**config.mk**
```make
export PLATFORM = sky130hd
export DESIGN_NAME = instr_encoder
export DESIGN_NICKNAME = d
export VERILOG_FILES = /design/src/rtl/instr_encoder.sv
export SDC_FILE = /design/constraint.sdc
export NUM_CORES = 1
export LEC_CHECK = 0
export ABC_CLOCK_PERIOD_IN_PS = 2200
export BUFFER_PORTS_ARGS = -buffer_cell sky130_fd_sc_hd__buf_2
export CAP_MARGIN = 40
export CORE_MARGIN = 1.5
export CORE_UTILIZATION = 24
export CTS_CLUSTER_DIAMETER = 40
export DETAILED_ROUTE_END_ITERATION = 12
export GPL_TIMING_DRIVEN = 0
export PLACE_DENSITY = 0.53
export SLEW_MARGIN = 10
export SYNTH_ARGS = -nofsm -noshare
export SYNTH_HDL_FRONTEND = slang
export SYNTH_SLANG_ARGS = --single-unit
export TNS_END_PERCENT = 5
```
**constraint.sdc**
```tcl
create_clock -name clk -period 2.2 [get_ports clk]
set_input_delay 0.11 -clock clk [delete_from_list [all_inputs] [get_ports clk]]
set_output_delay 0.11 -clock clk [all_outputs]
set_load 0.05 [all_outputs]
```
**src/rtl/instr_encoder.sv**
```systemverilog
// instr_encoder: packs field bundles into 16-bit instruction words and writes
// them to consecutive instruction-memory addresses. A load starts at
// base_addr. It stops at the top of the address space without wrapping.
module instr_encoder #(
  parameter int ADDR_W = 8
) (
  input  logic              clk,
  input  logic              rst_n,
  input  logic              start,
  input  logic [ADDR_W-1:0] base_addr,
  input  logic              in_valid,
  output logic              in_ready,
  input  logic [1:0]        fmt,
  input  logic [2:0]        opcode,
  input  logic [1:0]        alu_op,
  input  logic [1:0]        shift_op,
  input  logic [2:0]        rn,
  input  logic [2:0]        rd,
  input  logic [2:0]        rm,
  input  logic [15:0]       imm,
  output logic [ADDR_W-1:0] mem_addr,
  output logic [15:0]       mem_wdata,
  output logic              mem_write,
  output logic [ADDR_W:0]   count,
  output logic              err,
  output logic              full
);

  typedef enum logic [1:0] {
    IDLE,
    ACCEPT,
    WRITE,
    FULL
  } state_t;

  state_t      state;
  logic [15:0] word;
  logic        legal;

  // start overrides everything in its cycle. Gating the handshake and the
  // write strobe with it means a bundle offered alongside start is not taken.
  // It also means a write that is pending when start arrives never reaches
  // memory.
  assign in_ready  = (state == ACCEPT) && !start;
  assign mem_write = (state == WRITE) && !start;

  // Pack the word for the current bundle, and decide whether the immediate fits its field.
  always_comb begin
    // NOTE: every output of this block gets a default first, so no path can leave one unassigned and infer a latch.
    word  = {opcode, alu_op, rn, 8'h00};
    legal = 1'b0;
    case (fmt)
      2'b00: begin
        word[7:0] = {rd, shift_op, rm};
        legal     = 1'b1;
      end
      2'b01: begin
        word[7:0] = imm[7:0];
        // imm fits in 8 signed bits only when bits 15..7 are all copies of the sign.
        legal     = (&imm[15:7]) || !(|imm[15:7]);
      end
      2'b10: begin
        word[7:0] = {rd, imm[4:0]};
        legal     = (&imm[15:4]) || !(|imm[15:4]);
      end
      default: legal = 1'b0;
    endcase
  end

  // Load FSM. It also holds the registered address, data, count and status outputs.
  always_ff @(posedge clk or negedge rst_n) begin
    // NOTE: sequential state uses non-blocking assignments only, so every register samples pre-edge values.
    if (!rst_n) begin
      state     <= IDLE;
      mem_addr  <= '0;
      mem_wdata <= '0;
      count     <= '0;
      err       <= 1'b0;
      full      <= 1'b0;
    end else if (start) begin
      state    <= ACCEPT;
      mem_addr <= base_addr;
      count    <= '0;
      err      <= 1'b0;
      full     <= 1'b0;
    end else begin
      case (state)
        ACCEPT: begin
          if (in_valid) begin
            if (legal) begin
              mem_wdata <= word;
              // count advances at capture. It then already includes the
              // word in the cycle that word is written. If the write is
              // cancelled by start or reset, count is cleared as well.
              count     <= count + (ADDR_W+1)'(1);
              state     <= WRITE;
            end else begin
              err <= 1'b1;
            end
          end
        end
        WRITE: begin
          if (&mem_addr) begin
            state <= FULL;
            full  <= 1'b1;
          end else begin
            mem_addr <= mem_addr + ADDR_W'(1);
            state    <= ACCEPT;
          end
        end
        default: ;
      endcase
    end
  end

endmodule

```
==> impl_metrics.yaml <==
finish:
  drive_gt1_frac: 0.410
  area_growth_pct: 36.9
  stdcell_count: 397
  nets: 342
  fill_cells: 859
  num_antenna_cells: 0
pwr:
  ir_worst_vdd_v: 0.000349
  power_mw: 2.06
  leakagePower_nw: 1.29
  power_density_nw_per_um2: 762
sta:
  maxSlewHeadroom: 0.672
  period_minus_slack_ns: 2.11
  finalCritPeriodShare: 0.959
  max_freq_mhz: 474
  timing.hold.ws_ns: 0.0219
  finalSetupViolations: 0
  worst_pin_slew_ns: 0.492
  slew_viol_final: 0
  skew_ns: 0.0123
  tns_ns: 0
  finalHoldViolCount: 0
  grt_setup_unrepaired: "true"
synth:
  synth.area.top_cells: "dfrtp_1, mux2_4, nand2_1, o21ai_0, mux2_2"
  ys_types: 33
  seq_area_frac_synth: 0.469
  ys_ff_latch: 37
  synth_compound_area_frac: 0.112
  yosys_warnings: 0
  synth_simple_gate_area_frac: 0.189
  syn_area_um2: 1970
  synth_top_family_by_area: "simple AND/OR/NAND/NOR gates"
  synth_top_area_share: 0.469
  yosys.area.top_type: "dfrtp_1"
  syn_inst: 199
  synth_nets: 247
  synthMuxAreaShare: 0.152
  synth_area_per_cell_um2: 9.92
  synthXorXnorAreaFrac: 0.0266
  synth-adder-area-share: 0.0127
worst_setup_path:
  end_kind: "flop"
  start_kind: "flop"
  critPathTopFamily: "simple AND/OR/NAND/NOR gates"
  required_ns: 2.41
  worstSetupPathType: "flop to flop"
  cp_cell_sequence: "clkbuf_1, or4b_2, or4_1, a21oi_1"
  critPathSlowestCell: "or4b_2"
  max_stage_delay_ns: 0.78
  critPathArrivalTime_ns: 2.32
  path_max_fanout: 10
  worstPathBufferInverterCount: 1
route:
  vias: 1810
  drc_errors: 0
  drtAntennaViolNets: 0
  viasPerCell: 4.56
  drt-initial-drc-count: 62
  avgRoutedWirePerCell_um: 13.2
  first_pass_iters: 4
  routed_wl_um: 5230
place:
  gp_congestion: 0.722
  place_inst: 383
  portBuffers: 81
  dp.final_hpwl_um: 3910
floorplan:
  die_area_um2: 8770
  rows: 32
  coreArea_um2: 7850
  start_util: 0.251
  ioPinCount: 83
  fp.dieH_um: 93.7
  die_x_um: 93.7
run_status:
  status: "completed"
global_route:
  grt_pass1_wl_um: 8120
  antenna_found_initial: 0
  grt.overflow.total: 0
  grt_pass1_vias: 1705
  grt_max_degree: 29
  grt_usage: 0.118
clock_tree:
  cts_tree: "built"
  path_clk_slew_ns: 0.09
  clk_latency_ns: 0.29
  cts_root_buffer: "clkbuf_8"
  htreeDepth: 2
  clkSinkCount: 37
  cts_buffer_depth: 2
  numCtsBuffers: 5
worst_hold_path:
  hp-class: "input port to flop"
flow_run:
  drv_cap: 0
==> synth_stat cells <==
master,n
nand2b_1,4
o21ai_0,19
xnor2_1,3
ha_1,2
inv_1,6
nand3b_1,1
nor3_1,3
and2_1,2
a2bb2oi_1,1
or3_1,2
a21oi_1,10
buf_2,1
mux2_2,7
o21ai_1,1
buf_6,1
nand4_1,3
nand2_1,27
or4_1,7
o41ai_1,1
nor4_1,2
nor2_1,11
mux2i_1,7
or4b_2,3
nand3_1,5
nor2b_1,2
o31ai_1,5
dfrtp_1,37
xor2_1,3
a41oi_1,1
and3_1,1
mux2_4,10
clkbuf_1,10
a211oi_1,1
==> where the power goes <==
group / leakage (nW) / internal (mW) / switching [mW]
combinational: 0.772 / 0.221 / 0.494
sequential: 0.469 / 0.775 / 0.0591
clock: 0.0512 / 0.254 / 0.255
total: 1.29 / 1.25 / 0.808
==> final cells by class <==
type	instances	area, um^2	share of cell area
well taps	102	128	0.0472
flip-flops and latches	37	927	0.343
plain buffers	12	53.8	0.0199
multi-input cells	144	1000	0.371
repair buffers	88	473	0.175
inverters	6	22.5	0.00834
clock inverters	2	13.8	0.00509
clock buffers	6	82.6	0.0306
==> what timing repair did <==
item,in CTS,in global routing
hold buffers,1,0
hold endpoints to repair,37,0
resized for setup,0,4
endpoints found under the setup margin,0,3
setup buffers,0,5
==> final timing paths <==
path | from | endpoint | slack [ns] | cells after the start
setup / recovery | state[1] | count[7] | 0.09 | 4
hold / removal | base_addr[5] | mem_addr[5] | 0.02 | 3
setup reg to reg | state[1] | count[7] | 0.09 | 4
hold reg to reg | mem_wdata[10] | mem_wdata[10] | 0.51 | 1
max in group asynchronous | rst_n | mem_wdata[4] | 1.52 | 3
min in group asynchronous | rst_n | mem_addr[2] | 0.22 | 2
==> routing by layer <==
layer / GRT usage / share of wire
met1: 0.154 / 0.46
met2: 0.192 / 0.47
met3: 0.0291 / 0.061
met4: 0.0373 / 0.0069
met5: 0 / 0
==> kinds of logic after synthesis <==
logic type / after synthesis
and+or+nand+nor: 73
buffers and inverters: 18
AOI/OAI and AO/OA: 39
xor gates and xnor gates: 6
DFF: 37
adders and majority gates: 2
muxes: 24
==> worst min-delay path: cells and delay by family <==
kind                   cells  cell delay, ns
AOI/OAI and AO/OA          1            0.05
and+or+nand+nor            1            0.04
buffers and inverters      1            0.08
==> stage by stage <==
stage | util | worst slack (ns) | instance area, um^2
after floorplan | - | -0.133 | 1980
after global placement | 0.320 | -0.00814 | 2510
after detailed placement | 0.323 | -0.0405 | 2530
after CTS | 0.336 | 0.0106 | 2640
after global routing | 0.344 | -0.00375 | 2700
final | 0.344 | 0.0906 | 2700
==> flip-flops by register name, summed over array words and instances (netlist names) <==
| register | cells |
|---|---|
| count | 9 |
| err | 1 |
| full | 1 |
| mem_addr | 8 |
| mem_wdata | 16 |
| state | 2 |
==> layout by cell type, fill, tap and decap left out, drive strengths merged, types with 2 or more instances in the layout <==
cell,synthesis,layout
or4,7,7
xor2,3,3
clkbuf,10,16
nor2b,2,2
xnor2,3,3
ha,2,2
nor3,3,3
nor2,11,11
dfrtp,37,37
nand2b,4,4
nand3,5,5
clkinv,0,2
or4b,3,3
nand2,27,27
nor4,2,2
inv,6,6
nand4,3,3
mux2,17,17
o21ai,20,20
mux2i,7,7
and2,2,2
a21oi,10,10
o31ai,5,5
or3,2,2
buf,2,89
Note: power is estimated with default switching activity, not from simulation.
